## src/rtl/rom_burst_rd.sv

```systemverilog
// Burst-read ROM: one request streams LEN+1 consecutive (wrapping) words through a
// PIPE-stage read pipeline into a PIPE+1 deep valid/ready output buffer.
module rom_burst_rd #(
    parameter int unsigned                         DATA_W = 8,
    parameter int unsigned                         ADDR_W = 4,
    parameter logic [DATA_W*(2**ADDR_W)-1:0]       INIT   = '0,
    parameter int unsigned                         PIPE   = 1
) (
    input  logic              clk,
    input  logic              rst_n,
    input  logic              req_valid,
    output logic              req_ready,
    input  logic [ADDR_W-1:0] req_addr,
    input  logic [ADDR_W-1:0] req_len,
    output logic              rd_valid,
    input  logic              rd_ready,
    output logic [DATA_W-1:0] rd_data,
    output logic              rd_last,
    output logic              busy
);
    localparam int unsigned DEPTH = 2**ADDR_W;
    localparam int unsigned CW    = 3;

    if (PIPE != 1 && PIPE != 2) begin : g_bad_pipe
        $error("rom_burst_rd: PIPE must be 1 or 2");
    end

    typedef enum logic [1:0] {IDLE, ISSUE, DRAIN} state_t;

    state_t            state;
    logic [ADDR_W-1:0] addr;
    logic [ADDR_W-1:0] remaining;

    logic [DATA_W-1:0] rom [DEPTH];
    for (genvar g = 0; g < DEPTH; g++) begin : g_rom
        assign rom[g] = INIT[g*DATA_W +: DATA_W];
    end

    // Read pipeline: stage 0 captures the ROM word on the issue edge.
    logic [PIPE-1:0]   pv;
    logic [PIPE-1:0]   pl;
    logic [DATA_W-1:0] pd [PIPE];

    // Skid buffer behind the output register; together they hold PIPE+1 words.
    logic [DATA_W-1:0] sk_d   [PIPE];
    logic [DATA_W-1:0] sk_d_n [PIPE];
    logic [PIPE-1:0]   sk_l, sk_l_n;
    logic [CW-1:0]     sk_cnt, sk_cnt_n;

    logic [CW-1:0] inflight_c;
    logic [CW-1:0] occupancy_c;
    logic          pop_c, out_free_c, in_v_c, sk_pop_c, sk_push_c, load_out_c, issue_c;

    assign pop_c       = rd_valid && rd_ready;
    assign out_free_c  = !rd_valid || rd_ready;
    assign in_v_c      = pv[PIPE-1];
    assign sk_pop_c    = out_free_c && (sk_cnt != '0);
    assign sk_push_c   = in_v_c && !(out_free_c && (sk_cnt == '0));
    assign load_out_c  = out_free_c && ((sk_cnt != '0) || in_v_c);

    always_comb begin
        inflight_c = '0;
        for (int i = 0; i < PIPE; i++) begin
            inflight_c = inflight_c + CW'(pv[i]);
        end
    end

    // Credit: buffered + in flight - popped must stay below PIPE+1 before issuing.
    assign occupancy_c = CW'(rd_valid) + sk_cnt + inflight_c;
    assign issue_c     = (state == ISSUE) && (occupancy_c < (CW'(PIPE + 1) + CW'(pop_c)));

    always_comb begin
        sk_d_n   = sk_d;
        sk_l_n   = sk_l;
        sk_cnt_n = sk_cnt;
        if (sk_pop_c) begin
            for (int i = 0; i < PIPE - 1; i++) begin
                sk_d_n[i] = sk_d[i+1];
                sk_l_n[i] = sk_l[i+1];
            end
            sk_cnt_n = sk_cnt - CW'(1);
        end
        if (sk_push_c) begin
            for (int i = 0; i < PIPE; i++) begin
                if (CW'(i) == sk_cnt_n) begin
                    sk_d_n[i] = pd[PIPE-1];
                    sk_l_n[i] = pl[PIPE-1];
                end
            end
            sk_cnt_n = sk_cnt_n + CW'(1);
        end
    end

    always_ff @(posedge clk or negedge rst_n) begin
        if (!rst_n) begin
            state     <= IDLE;
            addr      <= '0;
            remaining <= '0;
            req_ready <= 1'b1;
            busy      <= 1'b0;
            pv        <= '0;
            pl        <= '0;
            pd        <= '{default: '0};
            sk_d      <= '{default: '0};
            sk_l      <= '0;
            sk_cnt    <= '0;
            rd_valid  <= 1'b0;
            rd_data   <= '0;
            rd_last   <= 1'b0;
        end else begin
            pv[0] <= issue_c;
            if (issue_c) begin
                pd[0] <= rom[addr];
                pl[0] <= (remaining == '0);
            end
            for (int i = 1; i < PIPE; i++) begin
                pv[i] <= pv[i-1];
                pd[i] <= pd[i-1];
                pl[i] <= pl[i-1];
            end

            sk_d   <= sk_d_n;
            sk_l   <= sk_l_n;
            sk_cnt <= sk_cnt_n;

            // Output register holds its word (and last value once empty) until reloaded.
            if (load_out_c) begin
                rd_valid <= 1'b1;
                rd_data  <= (sk_cnt != '0) ? sk_d[0] : pd[PIPE-1];
                rd_last  <= (sk_cnt != '0) ? sk_l[0] : pl[PIPE-1];
            end else if (pop_c) begin
                rd_valid <= 1'b0;
            end

            case (state)
                IDLE: begin
                    if (req_valid) begin
                        state     <= ISSUE;
                        addr      <= req_addr;
                        remaining <= req_len;
                        req_ready <= 1'b0;
                        busy      <= 1'b1;
                    end
                end
                ISSUE: begin
                    if (issue_c) begin
                        addr <= addr + ADDR_W'(1);
                        if (remaining == '0) begin
                            state <= DRAIN;
                        end else begin
                            remaining <= remaining - ADDR_W'(1);
                        end
                    end
                end
                DRAIN: begin
                    if (pop_c && rd_last) begin
                        state     <= IDLE;
                        req_ready <= 1'b1;
                        busy      <= 1'b0;
                    end
                end
                default: state <= IDLE;
            endcase
        end
    end

endmodule

```

## config.mk

```make
export PLATFORM = sky130hd
export DESIGN_NAME = rom_burst_rd
export DESIGN_NICKNAME = d
export VERILOG_FILES = /design/src/rtl/rom_burst_rd.sv
export SDC_FILE = /design/constraint.sdc
export NUM_CORES = 1
export LEC_CHECK = 0
export CAP_MARGIN = 20
export CORE_MARGIN = 5
export CORE_UTILIZATION = 50
export DETAILED_ROUTE_END_ITERATION = 16
export PLACE_DENSITY = 0.79
export SLEW_MARGIN = 40
export SYNTH_ARGS = -nofsm -noshare
export SYNTH_HDL_FRONTEND = slang
export SYNTH_SLANG_ARGS = --single-unit
```

## constraint.sdc

```tcl
create_clock -name clk -period 2.95 [get_ports clk]
set_input_delay 0.295 -clock clk [delete_from_list [all_inputs] [get_ports clk]]
set_output_delay 0.295 -clock clk [all_outputs]
set_load 0.01 [all_outputs]
```

==> results of run 1 <==
power breakdown:
group	internal (mW)	switching, mW	leakage (nW)	total, mW
Clock	0.0753	0.0759	0.0210	0.151
Combinational	0.366	0.407	0.367	0.773
Sequential	0.306	0.102	0.189	0.409
Total	0.747	0.585	0.578	1.33
logic make-up (layout without fill, tap and decap cells):
| family | after synthesis | in the layout |
|---|---|---|
| DFF | 16 | 16 |
| adders and majority gates | 7 | 7 |
| other | 1 | 8 |
| AOI/OAI and AO/OA | 34 | 34 |
| and+or+nand+nor | 30 | 30 |
| xor gates and xnor gates | 3 | 3 |
| muxes | 8 | 8 |
| buffers and inverters | 25 | 30 |
registers in the layout (all words and copies together) (netlist names):
register and cells:
rd_last 1, sk_l 1, remaining 4, in_v_c 1, rd_valid 1, state 2, req_ready 1, pl 1
sk_cnt 3, busy 1
through the flow:
stage,utilization [%],hold slack [ns],cell area (um^2),cells,power (mW)
3_3_place_gp,56.3,0.470,1230,159,1.14
4_1_cts,58.0,0.458,1270,163,1.33
3_5_place_dp,56.3,0.499,1230,159,1.17
6_report,58.2,0.432,1270,164,1.33
5_1_grt,58.2,0.453,1270,164,1.45
2_1_floorplan,-,-0.000591,1160,131,1.02
worst register-to-register path, delay by kind of cell, from the launching register on:
kind | cells | cell delay, ns
muxes | 1 | 0.31
xor gates and xnor gates | 1 | 0.11
AOI/OAI and AO/OA | 1 | 0.55
and+or+nand+nor | 1 | 0.20
adders and majority gates | 2 | 0.55
buffers and inverters | 2 | 0.17
DFF | 1 | 0.49
placed cells by master (no fill, tap or decap), types with 3 or more instances in the layout:
cell type and n:
nor2_1 3, nor2b_1 3, nand3_1 3, a31oi_1 3, clkbuf_4 3, mux2_2 3, a21oi_1 12, o21ai_0 12
nor3_1 4, nand2_1 8, mux2i_1 3, clkdlybuf4s50_1 10, inv_1 13, conb_1 8, ha_1 6, dfrtp_1 15
final timing paths:
| path | from | end | cells after the start |
|---|---|---|---|
| min in group clk | req_ready | req_ready | 2 |
| max in group asynchronous | rst_n | req_ready | 2 |
| setup reg to reg | in_v_c | remaining[1] | 8 |
| setup / recovery | in_v_c | remaining[1] | 8 |
| hold reg to reg | req_ready | req_ready | 2 |
| hold / removal | rst_n | busy | 2 |
what timing repair did:
| action | in CTS | in global routing |
|---|---|---|
| setup endpoints to repair | 0 | 0 |
| hold buffers | 0 | 1 |
| buffers inserted | 0 | 0 |
| hold endpoints to repair | 0 | 15 |
area by class of cell:
class / instances / share of cell area, %
timing repair buffer: 13 / 9.62
multi-input combinational: 90 / 49.5
clock buffer: 4 / 2.85
sequential: 16 / 31.5
inverter: 13 / 3.83
tap: 28 / 2.75
metal layers:
metal	global-route usage [%]	part of all wire, %	up-vias
li1	-	-	436
met1	18.3	44	422
met2	22.3	49	23
met3	3.85	5.5	6
met4	6.62	1.8	0
met5	0	0	-
==> impl_metrics.toml, run 1 <==
[clock_tree]
root_buffer = "clkbuf_4"
cts_buffers = 3
htreeDepth = 1
cts_resized = 0
cts.reportedPaths.clkPinSlew_ns = 0.10
clock_path_buffers = 2
cts.sinks = 16
cts_tree = "yes"
clock_latency_ns = 0.29

[yosys]
ys_warn_count = 0
synth-compound-area-share_pct = 19.3
yosysTopAreaCellShare_pct = 33.1
synth_cell_type_count = 36
synth_top_family_by_area = "compound AO/OA/AOI/OAI gates"
synth_adder_area_share_pct = 8.40
synth.area.mux_share_pct = 7.62
synth_most_common_cell = "dfrtp_1"
yosys-top-cells-area = "dfrtp_1 33%, ha_1 6.6%, a21oi_1 5.3%"
syn_area_per_cell_um2 = 9.13
synth_edf_count = 0
seq_area_frac_synth_pct = 35.5
synth_flop_cell = "dfrtp_1"
async_reset_ff_share_pct = 100
synth_xor_area_share_pct = 2.98
synth_seq_cells = 16
yosysTopAreaCell = "dfrtp_1"
synth_cells = 124
synthSimpleGateAreaFrac_pct = 14.7
syn_area_mm2 = 0.00113
yosys-top-cells-count = "15 x dfrtp_1, 13 x inv_1, 12 x a21oi_1, 12 x o21ai_0"

[timing]
hold_viol_final = 0
max_slew.worst_pin.slew_ns = 0.507
setup_viol = 0
fin_skew_ns = 0.00135
rsz0062_at_grt = "false"
slew_viol_final = 0
max_freq_mhz = 400
finalCritPeriodShare_pct = 84.8
tns_ns = 0
min_period_ns = 2.50
slew_headroom_pct = 66.2
setup_ws_ns = 0.448

[global_route]
grt_pass1_vias = 856
grt_use_total_pct = 14.3
antenna_found_initial = 0
grt_max_degree = 17
grt_pass1_wl_um = 3660
grt-ovfl-total = 0

[power_and_ir_drop]
p_per_area_mw_per_mm2 = 1050
p_leak_nw = 0.578
peakVddDrop_mv = 0.424

[floorplanning]
io_pins = 24
placementRows = 17
dieArea_mm2 = 0.00332
core_mm2 = 0.00219
die_h_um = 57.6
die_w_um = 57.6
start_util_pct = 51.7

[drt]
drt_iter0_markers = 23
vias = 887
viasPerCell = 5.41
route.detailed.drc = 0
routedWlPerCell_um = 13.1
drt_pass1_iterations = 4
wl_um = 2150
antenna_left = 0

[place]
gp_congestion = 0.884
port_buffers = 11
dp.final_hpwl_um = 1600
dp_slack_ns = 0.474

[worst_setup_path]
crit_chain = "inv_1 > fa_1 > inv_1 > ha_1 > xor2_2 > a2111oi_4 > and2b_1 > mux2_1"
arrival_ns = 2.69
worst-path-buf-inv = 2
cp_slowest_cell = "a2111oi_4"
crit_family = "adder cells"
cp_max_fo = 9
slowest_delay_ns = 0.55
crit_path_frequent_cell = "inv_1"
crit_type = "flip-flop to flip-flop"
cp-end-kind = "flip-flop"
required_ns = 3.14
startpoint_type = "flip-flop"
r2r_setup_slack_ns = 0.45

[layout]
layout-drive-gt1-share_pct = 11.0
seq_area_um2 = 402
syn_to_final_growth_pct = 12.6
num-nets-final = 156
antenna_cells = 0
multi_input_area_um2 = 631
fillers = 199

[flow_run]
maxCapViolCount = 0

[worst_hold_path]
min_path_type = "primary input to async pin"

[outcome]
status = "completed"
(Power assumes the default switching activity.)
==> inputs of run 2 (changes only) <==
Clock period 2.95 ns to 2.45 ns, I/O delays scaled along.
==> run 2 against run 1 <==
  * Sequential share of layout area down 1.2 points
  * First-iteration DRC count grew 4.3%
  * Hold slack got worse by 0.054 ns
  * Clock power hardly changed
  * Power increased by 27%
  * Design area rose by 3.9%
  * Combinational power grew 38%
  * Global-route usage increased by 2.1 points
  * Via count grew 4.6%
  * Clock skew is 0.011 ns higher
  * Fmax grew 10%
  * Flip-flop and latch count unchanged
  * Critical path type unchanged
  * Critical endpoint is now remaining[0]
  * Largest cell class unchanged
  * Highest routed layer unchanged
==> impl_metrics.toml, run 2 (synthesis gave the netlist of run 1 again) <==
[power_and_ir_drop]
intPower_mw = 0.963
clock_power_share_pct = 9.0
p_per_area_mw_per_mm2 = 1280
p_seq_share_pct = 28.1
comb_power_share_pct = 62.9
sw_frac_of_total_pct = 43.2
switchingPower_mw = 0.733
peakVddDrop_mv = 0.663
p_leak_nw = 0.611
power_mw = 1.70

[drt]
routedWlPerCell_um = 13.6
wl_um = 2340
route.detailed.drc = 0
antenna_left = 0
viasPerCell = 5.40
vias = 928
drt_iter0_markers = 24
drt_pass1_iterations = 4

[floorplanning]
die_w_um = 57.6
dieArea_mm2 = 0.00332
io_pins = 24
die_h_um = 57.6
core_mm2 = 0.00219
placementRows = 17
start_util_pct = 51.7

[global_route]
grt_pass1_wl_um = 4160
grt_max_degree = 17
grt_pass1_vias = 913
grt-ovfl-total = 0
grt_use_total_pct = 16.4
antenna_found_initial = 0

[layout]
syn_to_final_growth_pct = 17.0
final_cell_mix = "15 x dfrtp_1, 13 x inv_1, 12 x a21oi_1, 12 x o21ai_0, 10 x clkdlybuf4s50_1"
num-nets-final = 164
largest_reg_flops = 4
top_regs = "remaining: 4 flops, sk_cnt: 3 flops, state: 2 flops"
layout-drive-gt1-share_pct = 15.3
antenna_cells = 0
top_register = "remaining"
fillers = 196
layout_commonest_cell = "dfrtp_1"
finalInstanceArea_mm2 = 0.00133

[worst_setup_path]
cp_max_fo = 3
timing.rr.end = "remaining[0]"
required_ns = 2.62
r2r_cells = 8
cp-endpoint = "remaining[0]"
crit_type = "flip-flop to flip-flop"
startpoint_type = "flip-flop"
cp-end-kind = "flip-flop"
crit_start = "rd_valid"
arrival_ns = 2.45
r2r_start = "rd_valid"
r2r_setup_slack_ns = 0.18

[outcome]
status = "completed"

[clock_tree]
postCtsSetupBuffers = 0
root_buffer = "clkbuf_4"
clock_latency_ns = 0.29
clock_path_buffers = 2
cts_buffers = 3
cts.reportedPaths.clkPinSlew_ns = 0.11
htreeDepth = 1
cts_tree = "yes"
cts.sinks = 16

[place]
post_dp_cell_area_mm2 = 0.00129
dp.final_hpwl_um = 1810
dp_slack_ns = 0.173
port_buffers = 11
gp_congestion = 0.918

[timing]
fin_skew_ns = 0.0119
finalCritPeriodShare_pct = 92.8
min_period_ns = 2.27
tns_ns = 0
setup_viol = 0
setup_ws_ns = 0.177
slew_viol_final = 0
max_freq_mhz = 440
rsz0062_at_grt = "false"
hold_viol_final = 0

[flow_run]
maxCapViolCount = 0

[worst_hold_path]
min_path_type = "primary input to async pin"
==> run 2: what timing repair did <==
action / in CTS / in global routing
setup endpoints to repair: 0 / 0
hold buffers: 0 / 1
resized for setup: 0 / 0
hold endpoints to repair: 0 / 15
==> run 2: critical path, cell delays in order (launching register included) <==
cell and delay (ns):
dfrtp_1 0.35, inv_1 0.06, fa_1 0.41, inv_1 0.07, ha_1 0.20, xor2_2 0.12, a211oi_1 0.31, mux2_1 0.35
a221o_1 0.29
==> run 2: final cells by class <==
type	count	area, um^2	share of cell area (%)
Multi-Input combinational cell	90	631	47.6
Sequential cell	16	402	30.3
Timing Repair Buffer	21	183	13.8
Inverter	13	48.8	3.68
Tap cell	28	35.0	2.64
Clock buffer	4	26.3	1.98
==> run 2: worst min-delay path by stage <==
stage / startpoint / endpoint / slack (ns) / cells after the start
finish: rst_n / sk_cnt[2] / 0.38 / 2
floorplan: rst_n / busy / -0.05 / 0
detailed placement: sk_l / sk_l / 0.50 / 1
global placement: req_ready / req_ready / 0.47 / 2
global route: rst_n / sk_cnt[2] / 0.42 / 2
CTS: rst_n / sk_cnt[2] / 0.40 / 1
==> run 2: per-layer routing <==
layer  global-route usage, %  vias up  wire length (um)  share of wire, %
li1                        -      455                 -                 -
met1                    19.7      450              1020                44
met2                    27.3       19              1170                50
met3                    3.62        4               104               4.4
met4                    8.28        0                47               2.0
met5                       0        -                 0                 0
==> run 2: power groups by stage <==
stage               clock network [mW]  registers [mW]  logic, mW
floorplan                            0           0.447      0.776
global route                     0.170           0.494       1.20
detailed placement                   0           0.479       1.06
finish                           0.153           0.476       1.07
CTS                              0.155           0.474       1.07
global placement                     0           0.474       1.00
==> run 2: through the flow <==
step                      hold slack [ns]  std cells  utilization (%)
after global placement              0.470        167             59.1
after global routing                0.417        172             60.5
after floorplan                   -0.0506        131                -
final                               0.379        172             60.5
after CTS                           0.402        171             60.3
after detailed placement            0.498        167             59.1
==> inputs of run 3 (changes only) <==
Settings changed: SLEW_MARGIN 40 to 20.
==> run 3 against run 2 <==
  * Global-route usage did not move
  * Clock skew about the same
  * Clock-buffer cell count stayed put
  * Hold slack lost 0.011 ns
  * Sequential power about the same
  * Fmax down 0.33%
  * Critical path depth unchanged
  * Clock power barely moved
  * Combinational power about the same
  * Via count down 0.22%
  * Flip-flop and latch count is the same
  * Register-to-register slack barely moved
  * Critical endpoint unchanged
==> impl_metrics.toml, run 3 (synthesis gave the netlist of run 1 again) <==
[outcome]
status = "completed"

[clock_tree]
hold_buffers = 0
cts_tree = "yes"
cts.sinks = 16
root_buffer = "clkbuf_4"
cts_resized = 0
clock_path_buffers = 2
cts.reportedPaths.clkPinSlew_ns = 0.11
postCtsSetupBuffers = 0
clock_latency_ns = 0.29
cts_buffers = 3
htreeDepth = 1

[floorplanning]
placementRows = 17
die_w_um = 57.6
core_mm2 = 0.00219
start_util_pct = 51.7
io_pins = 24
dieArea_mm2 = 0.00332
die_h_um = 57.6

[global_route]
grt-ovfl-total = 0
grt_use_total_pct = 16.4
grt_pass1_wl_um = 4160
antenna_found_initial = 0
grt_max_degree = 17
grt_pass1_vias = 913

[flow_run]
maxCapViolCount = 0

[power_and_ir_drop]
p_per_area_mw_per_mm2 = 1280
peakVddDrop_mv = 0.662
p_leak_nw = 0.607

[drt]
wl_um = 2330
viasPerCell = 5.42
route.detailed.drc = 0
drt_iter0_markers = 20
vias = 926
drt_pass1_iterations = 4
antenna_left = 0
routedWlPerCell_um = 13.6

[place]
gp_congestion = 0.918
port_buffers = 11
dp.final_hpwl_um = 1810

[worst_setup_path]
crit_type = "flip-flop to flip-flop"
startpoint_type = "flip-flop"
cp_slowest_cell = "fa_1"
crit_chain = "inv_1 > fa_1 > inv_1 > ha_1 > xor2_2 > a211oi_1 > mux2_1 > a221o_1"
crit_path_frequent_cell = "inv_1"
cp_max_fo = 3
arrival_ns = 2.45
required_ns = 2.62
slowest_delay_ns = 0.41
cp-end-kind = "flip-flop"

[layout]
multi_input_area_um2 = 631
top_regs = "remaining: 4 flops, sk_cnt: 3 flops, state: 2 flops"
seq_area_um2 = 402
layout-drive-gt1-share_pct = 14.7
fillers = 196
antenna_cells = 0
top_register = "remaining"
layout_commonest_cell = "dfrtp_1"
syn_to_final_growth_pct = 16.6
final_cell_mix = "15 x dfrtp_1, 13 x inv_1, 12 x a21oi_1, 12 x o21ai_0, 11 x clkdlybuf4s50_1"
largest_reg_flops = 4
num-nets-final = 163

[timing]
slew_viol_final = 0
fin_skew_ns = 0.0122
setup_viol = 0
hold_viol_final = 0
slew_headroom_pct = 52.0
finalCritPeriodShare_pct = 93.1
max_freq_mhz = 438
tns_ns = 0
rsz0062_at_grt = "false"
hold_ws_ns = 0.368
max_slew.worst_pin.slew_ns = 0.717
min_period_ns = 2.28

[worst_hold_path]
min_path_type = "primary input to async pin"
[run 3: cell count changes in the layout (fill, tap and decap cells not counted), sizes merged]
cell           previous run  this run
buf                      10         9
clkdlybuf4s50            10        11
dlygate4sd3               1         0
[run 3: stage by stage]
step / util, % / setup slack [ns] / power (mW) / cells / area, um^2
floorplan: - / 0.0807 / 1.22 / 131 / 1160
global placement: 59.1 / 0.275 / 1.47 / 167 / 1290
detailed placement: 59.1 / 0.173 / 1.53 / 167 / 1290
CTS: 60.3 / 0.154 / 1.70 / 171 / 1320
global route: 60.3 / 0.0496 / 1.86 / 171 / 1320
finish: 60.3 / 0.169 / 1.70 / 171 / 1320
[run 3: final timing paths]
| check | startpoint | cells past startpoint | slack [ns] | endpoint |
|---|---|---|---|---|
| setup reg to reg | rd_valid | 8 | 0.17 | remaining[0] |
| max in group asynchronous | rst_n | 1 | 1.62 | remaining[3] |
| hold / removal | rst_n | 1 | 0.37 | sk_cnt[2] |
| setup / recovery | rd_valid | 8 | 0.17 | remaining[0] |
| hold reg to reg | req_ready | 2 | 0.51 | req_ready |
| min in group clk | req_ready | 2 | 0.51 | req_ready |
[run 3: per-layer routing]
metal | vias up | track usage, % | routed length [um] | share of wire (%)
met3 | 4 | 3.62 | 107 | 4.6
met5 | - | 0 | 0 | 0
li1 | 452 | - | - | -
met4 | 0 | 8.28 | 47 | 2.0
met2 | 21 | 27.3 | 1160 | 50
met1 | 449 | 19.7 | 1020 | 44
[run 3: final cells by class]
type	instances	area share, %
Inverter	13	3.70
Sequential cell	16	30.4
Timing Repair Buffer	20	13.5
Clock buffer	4	1.99
Multi-Input combinational cell	90	47.8
Tap cell	28	2.65
[run 3: where the power goes]
group,switching [mW],internal (mW)
combinational,0.535,0.531
clock,0.0893,0.0633
sequential,0.109,0.369
[run 3: critical path, delay by kind of cell, from the launching register on]
kind	cells	cell delay [ns]
AO/OA/AOI/OAI	2	0.61
adder cells (fa/ha/maj)	2	0.60
flip-flops	1	0.35
multiplexers	1	0.35
buffers and inverters	2	0.13
XOR/XNOR	1	0.12
